**src/rtl/encoder_8x3_serial.sv**
```systemverilog
// ---------------------------------------------------------------------------
// encoder_8x3_serial
//
// Captures an 8-bit one-hot or multi-hot vector and presents the index of
// each set bit, one per accepted beat, on a valid/ready handshake. The
// LSB_FIRST parameter selects the emission order: 1 emits the lowest set
// index first, 0 emits the highest set index first. After the last beat
// (or immediately for an all-zero vector) the frame closes with a one-cycle
// done pulse. zero accompanies done when the captured vector was empty.
//
// Ports
//   clk    in   1  clock, rising edge
//   rst    in   1  synchronous active-high reset
//   load   in   1  capture request, honoured only while idle
//   in     in   8  vector to encode
//   ready  in   1  consumer accepts out when high together with valid
//   out    out  3  index of the set bit being presented (0 when !valid)
//   valid  out  1  out holds a valid index
//   busy   out  1  frame in progress, load ignored
//   cnt    out  4  population count of the captured vector
//   done   out  1  one-cycle end-of-frame pulse
//   zero   out  1  one-cycle pulse with done when the vector was 0
// ---------------------------------------------------------------------------
module encoder_8x3_serial #(
  parameter int LSB_FIRST = 1
) (
  input  logic       clk,
  input  logic       rst,
  input  logic       load,
  input  logic [7:0] in,
  input  logic       ready,
  output logic [2:0] out,
  output logic       valid,
  output logic       busy,
  output logic [3:0] cnt,
  output logic       done,
  output logic       zero
);

  typedef enum logic [1:0] {
    IDLE = 2'd0,
    EMIT = 2'd1,
    FIN  = 2'd2
  } state_t;

  state_t     state;
  state_t     state_nxt;
  logic [7:0] pend;
  logic [7:0] pend_nxt;
  logic [7:0] pend_left;
  logic [2:0] out_nxt;
  logic       valid_nxt;
  logic       busy_nxt;
  logic [3:0] cnt_nxt;
  logic       done_nxt;
  logic       zero_nxt;

  function automatic logic [3:0] popcount8(input logic [7:0] v);
    logic [3:0] c;
    c = 4'd0;
    for (int i = 0; i < 8; i++) begin
      c = c + {3'b000, v[i]};
    end
    return c;
  endfunction

  // The scan runs towards the preferred end so the last hit wins.
  function automatic logic [2:0] pick_idx(input logic [7:0] v);
    logic [2:0] idx;
    idx = 3'd0;
    if (LSB_FIRST != 0) begin
      for (int i = 7; i >= 0; i--) begin
        if (v[i]) idx = 3'(i);
      end
    end else begin
      for (int i = 0; i < 8; i++) begin
        if (v[i]) idx = 3'(i);
      end
    end
    return idx;
  endfunction

  always_comb begin
    state_nxt = state;
    pend_nxt  = pend;
    pend_left = pend & ~(8'd1 << out);
    out_nxt   = out;
    valid_nxt = valid;
    busy_nxt  = busy;
    cnt_nxt   = cnt;
    done_nxt  = 1'b0;
    zero_nxt  = 1'b0;

    case (state)
      IDLE: begin
        busy_nxt  = 1'b0;
        valid_nxt = 1'b0;
        out_nxt   = 3'd0;
        if (load) begin
          pend_nxt = in;
          cnt_nxt  = popcount8(in);
          busy_nxt = 1'b1;
          if (in != 8'd0) begin
            state_nxt = EMIT;
            valid_nxt = 1'b1;
            out_nxt   = pick_idx(in);
          end else begin
            state_nxt = FIN;
          end
        end
      end

      EMIT: begin
        // Outputs are registered from the post-accept pending set, so the
        // next index appears on the cycle right after acceptance.
        if (ready) begin
          pend_nxt = pend_left;
          if (pend_left != 8'd0) begin
            out_nxt = pick_idx(pend_left);
          end else begin
            state_nxt = FIN;
            valid_nxt = 1'b0;
            out_nxt   = 3'd0;
          end
        end
      end

      FIN: begin
        // FIN spans two cycles: a drain cycle, then the done cycle. The
        // done register itself tells the two apart.
        if (!done) begin
          done_nxt = 1'b1;
          zero_nxt = (cnt == 4'd0);
        end else begin
          state_nxt = IDLE;
          busy_nxt  = 1'b0;
        end
      end

      default: begin
        state_nxt = IDLE;
        busy_nxt  = 1'b0;
        valid_nxt = 1'b0;
        out_nxt   = 3'd0;
      end
    endcase
  end

  always_ff @(posedge clk) begin
    if (rst) begin
      state <= IDLE;
      pend  <= 8'd0;
      out   <= 3'd0;
      valid <= 1'b0;
      busy  <= 1'b0;
      cnt   <= 4'd0;
      done  <= 1'b0;
      zero  <= 1'b0;
    end else begin
      state <= state_nxt;
      pend  <= pend_nxt;
      out   <= out_nxt;
      valid <= valid_nxt;
      busy  <= busy_nxt;
      cnt   <= cnt_nxt;
      done  <= done_nxt;
      zero  <= zero_nxt;
    end
  end

endmodule

```
**config.mk**
```make
export PLATFORM = sky130hd
export DESIGN_NAME = encoder_8x3_serial
export DESIGN_NICKNAME = d
export VERILOG_FILES = /design/src/rtl/encoder_8x3_serial.sv
export SDC_FILE = /design/constraint.sdc
export NUM_CORES = 1
export LEC_CHECK = 0
export CAP_MARGIN = 20
export CORE_UTILIZATION = 55
export DETAILED_ROUTE_END_ITERATION = 7
export PLACE_DENSITY_LB_ADDON = 0.3
export SLEW_MARGIN = 30
export SYNTH_ARGS = -nofsm -noshare
export SYNTH_HDL_FRONTEND = slang
export SYNTH_SLANG_ARGS = --single-unit
```
**constraint.sdc**
```tcl
create_clock -name clk -period 7.97 [get_ports clk]
set_input_delay 1.594 -clock clk [delete_from_list [all_inputs] [get_ports clk]]
set_output_delay 1.594 -clock clk [all_outputs]
set_load 0.005 [all_outputs]
```
==> metrics.cfg, run 1 <==
[outcome]
status=finished, final reports clean

[floorplan]
core-area_mm2=0.00252
num_rows=18
die_h_um=54.3
initial_utilization_pct=59.7
ioPinCount=23
dieArea_mm2=0.00295
fp.dieW_um=54.3

[layout]
multiInputGateArea_um2=972
diodes=0
final_cells=234
drive_gt1_share_pct=6.37
register_area_um2=420
syn2layout_area_growth_pct=15.5
n_fill_cell=218
final_core_util_pct=69.0
layout.nets=225

[detailed_routing]
routedWlPerCell_um=15.7
drc_errors=0
m1WireLength_um=1730
dr.max_layer_used=met4
via_count=1411
routed_via_density=6.03
wl_um=3660
drtIter0Drc=56
drtPass1Iterations=4
ant_nets=0
met2RoutedLength_um=1700
dr_wl_met3_um=173

[timing]
fin_crit_ps=4430
fin_crit_sh_pct=55.5
slew_viol_final=0
max_slew.worst_pin.slew_ps=756
clock.fmax_ghz=0.226
hold_violations=0
tns_ps=0
relSlewSlack_pct=49.4
setup_violations=0
finClkSkew_ps=6.72
rsz0062_at_grt=no

[synth]
ys_types=52
syn_inst=188
synth-edff-count=0
ys_seq_area_share_pct=27.9
yosysWarnings=0
ys_top_cells_by_count=dfxtp_1 (21), nor2_1 (21), a21oi_1 (16), inv_1 (16), nand2_1 (16)
synth_top_area_share_pct=27.9
synth_ff_type=dfxtp_1
postSynth.asyncResetShare_pct=0
syn_area_mm2=0.00151
netlist_top_cells_area=dfxtp_1 (28%), a21oi_1 (5.3%), fa_1 (5.3%)
avgSynthCellArea_um2=8.01
yosysTopAreaCell=dfxtp_1
synth_nets=208
ys_ff_latch=21

[pwr]
clkPwrFrac_pct=15.8
switching_power_mw=0.123
vdd_ir_drop_max_mv=0.131
p_int_mw=0.203
seqPwrFrac_pct=42.7
power_frac_comb_pct=41.4
power.density_mw_per_mm2=188
p_sw_share_pct=37.7
p_leak_nw=0.679

[grt]
grt_pass1_vias=1231
grt_usage_pct=27.8
grt_pass1_wl_um=5830
antenna_found_initial=0
grt_max_degree=22
overflow=0

[cts]
cts_tree=built
postCtsSetupRepairBufs=0
clk_latency_ps=300
clockBufferDepth=2
htreeDepth=1
numCtsBuffers=3
root_buffer=clkbuf_4
clock_sinks=21
clk_pin_slew_ps=110
ctsResizeCount=0
hold_buffers=0

[worst_setup_path]
worstPathRequired_ps=8190
cp_top_family=adder cells
path_buf_inv=4
cp_max_fo=4
cp_slowest_cell=fa_1
critical_path_class=in -> reg
crit_path_cell_trace=clkdlybuf4s50_1 -> fa_1 -> inv_1 -> fa_1 -> fa_1 -> inv_1 -> ha_1 -> inv_1 -> fa_1 -> xnor2_1 -> nand2_1 -> a21oi_1
setup.worst_path.end_class=register
cp-start-kind=input port
crit_top_cell=fa_1
crit_path_max_incr_delay_ps=570
arrival_ps=4650
regToRegSetupSlack_ps=5880

[placement]
place_inst=230
dp_hpwl_um=2730
port_buffers=22
globalplace.congestion=0.874

[hold_path]
hp-class=reg -> reg

[flow_run]
drv_cap=0

layout make-up:
class | count | area share, %
multi-input combinational | 140 | 55.9
sequential | 21 | 24.2
timing repair buffer | 22 | 12.7
inverter | 17 | 3.67
tap | 30 | 2.16
clock buffer | 4 | 1.51
placed cells by master (no fill, tap or decap), types with 2 or more instances in the layout:
| cell type | netlist | routed |
|---|---|---|
| a21oi_1 | 16 | 16 |
| a211oi_1 | 3 | 3 |
| o21ai_0 | 9 | 9 |
| nor3_1 | 5 | 5 |
| a31oi_1 | 2 | 2 |
| a22oi_1 | 5 | 5 |
| nor4b_1 | 3 | 3 |
| nor2b_1 | 4 | 4 |
| and2b_1 | 2 | 2 |
| dfxtp_1 | 21 | 21 |
| o21a_1 | 2 | 2 |
| fa_1 | 4 | 4 |
| nand2b_1 | 5 | 5 |
| nand2_1 | 16 | 16 |
| or2_1 | 2 | 2 |
| a21boi_0 | 2 | 2 |
| ha_1 | 4 | 4 |
| clkdlybuf4s50_1 | 0 | 22 |
| nand3_1 | 3 | 3 |
| clkbuf_4 | 0 | 3 |
| mux2i_1 | 2 | 2 |
| or3_1 | 2 | 2 |
| nor3b_1 | 2 | 2 |
| o31ai_1 | 2 | 2 |
| nor2_1 | 21 | 21 |
| inv_1 | 16 | 16 |
flip-flops by register name (all words and copies together), names as in the netlist:
signal / flops
busy: 1
state: 2
pend: 8
out: 3
done: 1
zero: 1
cnt: 4
valid: 1
routing by layer:
metal  GRT usage [%]  up-vias
met3            3.89        6
met2            44.1       46
li1                -      693
met1            38.7      666
met4            8.97        0
met5               0        -
path summary, 6_finish.rpt:
kind          start        to  depth (start not counted)
max           in[0]    cnt[2]                         12
max reg2reg  out[0]  state[1]                          5
min reg2reg  cnt[0]    cnt[0]                          2
min          cnt[0]    cnt[0]                          2
stage by stage:
step           total power [mW]  cell area [um^2]  worst slack (ps)  hold slack (ps)
2_1_floorplan             0.233              1510              3910              457
3_3_place_gp              0.269              1710              3320              461
3_5_place_dp              0.275              1710              3250              466
4_1_cts                   0.327              1740              3560              487
5_1_grt                   0.348              1740              3480              497
6_report                  0.326              1740              3540              485
logic make-up (layout without fill, tap and decap cells):
family          Yosys count  after routing  share of synthesized area, %
flops                    21             21                          27.9
xor+xnor                  1              1                         0.582
fa+ha+maj                 8              8                          8.64
compound gates           52             52                          24.8
mux                       3              3                          2.33
buf+inv                  27             43                          7.56
simple gates             76             76                          28.2
power by group through the flow:
stage	Sequential (mW)	Combinational (mW)	Clock [mW]
final	0.140	0.135	0.0516
after global routing	0.141	0.148	0.0585
after CTS	0.139	0.134	0.0536
after detailed placement	0.141	0.133	0
after global placement	0.140	0.129	0
after floorplan	0.131	0.102	0
worst reg2reg max path: cells and delay by family (launching register included):
kind / cells / cell delay (ps)
compound gates: 1 / 370
flops: 1 / 810
simple gates: 4 / 870
Note: power is estimated with default switching activity, not from simulation.
==> inputs of run 2 (changes only) <==
--- a/config.mk
+++ b/config.mk
@@ -6,7 +6,7 @@
 export NUM_CORES = 1
 export LEC_CHECK = 0
 export CAP_MARGIN = 20
-export CORE_UTILIZATION = 55
+export CORE_UTILIZATION = 53
 export DETAILED_ROUTE_END_ITERATION = 7
 export PLACE_DENSITY_LB_ADDON = 0.3
 export SLEW_MARGIN = 30
==> constraint.sdc (replaced) <==
create_clock -name clk -period 4.1 [get_ports clk]
set_input_delay 0.82 -clock clk [delete_from_list [all_inputs] [get_ports clk]]
set_output_delay 0.82 -clock clk [all_outputs]
set_load 0.005 [all_outputs]
==> run 2 against run 1 <==
Against the previous run:
- clock skew is 13 ps higher
- sequential power increased by 94%
- clock power increased by 110%
- design area grew 0.22%
- non-clock buffer count unchanged
- first-iteration DRC count grew 16%
- largest power group unchanged
==> metrics.cfg, run 2 (synthesized netlist as in run 1, its figures left out) <==
[worst_setup_path]
worstPathRequired_ps=4350
rr_startpoint=out[0]
arrival_ps=3890
ff2ff_path_depth=5
cp-start-kind=input port
r2r_end=state[1]
setup.worst_path.end_class=register
critical_path_class=in -> reg
cp_max_fo=4
regToRegSetupSlack_ps=2080

[layout]
finalInstanceArea_mm2=0.00174
final_cell_mix=clkdlybuf4s50_1 (22), nor2_1 (21), dfxtp_1 (21)
drive_gt1_share_pct=6.86
reg_top3=pend (8), cnt (4), out (3)
n_fill_cell=214
regMostFlops=pend
final_core_util_pct=67.3
diodes=0
layout.nets=225
final_common_cell=clkdlybuf4s50_1
largest_reg_flops=8
syn2layout_area_growth_pct=15.8

[grt]
grt_max_degree=22
antenna_found_initial=0
overflow=0
grt_usage_pct=23.9
grt_pass1_vias=1409
grt_pass1_wl_um=6050

[cts]
clk_latency_ps=320
clockBufferDepth=2
hold_buffers=0
root_buffer=clkbuf_4
cts_tree=built
numCtsBuffers=3
postCtsSetupRepairBufs=0
clk_pin_slew_ps=140
clock_sinks=21
ctsResizeCount=0
htreeDepth=1

[timing]
fin_crit_ps=3640
rsz0062_at_grt=no
tns_ps=0
clock.fmax_ghz=0.274
max_slew.worst_pin.slew_ps=770
relSlewSlack_pct=48.5
setup_violations=0
whs_ps=482
finClkSkew_ps=20.0
slew_viol_final=0
hold_violations=0
setup_ws_ps=457
fin_crit_sh_pct=88.9

[placement]
place_area_mm2=0.00171
pre_cts_slack_ps=122
globalplace.congestion=0.846
dp_hpwl_um=2660
port_buffers=22

[pwr]
vdd_ir_drop_max_mv=0.268
power.density_mw_per_mm2=365
p_leak_nw=0.678

[detailed_routing]
dr_wl_met3_um=182
dr.max_layer_used=met4
wl_um=3550
routed_via_density=6.24
drc_errors=0
ant_nets=0
drtPass1Iterations=8
met2RoutedLength_um=1650
m1WireLength_um=1660
drtIter0Drc=65
routedWlPerCell_um=15.2
via_count=1459

[hold_path]
hold_end=cnt[2]
holdPathStages=2
hp-start=cnt[2]
hp-class=reg -> reg

[floorplan]
die_h_um=55.3
fp.dieW_um=55.3
ioPinCount=23
num_rows=18
dieArea_mm2=0.00306
core-area_mm2=0.00259
initial_utilization_pct=58.2

[flow_run]
drv_cap=0

[outcome]
status=finished, final reports clean

-- run 2: area by class of cell --
class | count | area, um^2 | area share [%]
inverters | 17 | 63.8 | 3.66
clock inverters | 1 | 7.51 | 0.430
repair buffers | 22 | 220 | 12.6
multi-input cells | 140 | 972 | 55.7
well taps | 30 | 37.5 | 2.15
clock buffers | 3 | 22.5 | 1.29
flip-flops and latches | 21 | 420 | 24.1
-- run 2: how the worst max path moves through the flow --
stage / from / endpoint / slack (ps)
global placement: in[0] / cnt[2] / 230
global route: in[0] / cnt[2] / 310
finish: in[0] / cnt[2] / 460
detailed placement: in[0] / cnt[2] / 120
CTS: in[0] / cnt[2] / 450
floorplan: in[0] / cnt[2] / 810
-- run 2: through the flow --
step	std cells	power, mW
after floorplan	188	0.453
after global placement	230	0.521
after detailed placement	230	0.529
after CTS	234	0.633
after global routing	234	0.680
final	234	0.636
-- run 2: where the power goes --
part | switching (mW) | internal (mW)
Combinational | 0.131 | 0.127
Sequential | 0.0417 | 0.229
Clock | 0.0709 | 0.0372
Total | 0.243 | 0.393
-- run 2: critical path, stage by stage --
cell and delay, ps:
clkdlybuf4s50_1 490, fa_1 560, inv_1 50, fa_1 490, fa_1 410, inv_1 70
ha_1 160, inv_1 60, fa_1 370, xnor2_1 190, nand2_1 70, a21oi_1 150
-- run 2: routing by layer --
| metal | GRT usage, % | up-vias |
|---|---|---|
| met3 | 1.87 | 6 |
| met2 | 38.2 | 58 |
| met4 | 11.4 | 0 |
| met1 | 32.5 | 701 |
| li1 | - | 694 |
| met5 | 0 | - |
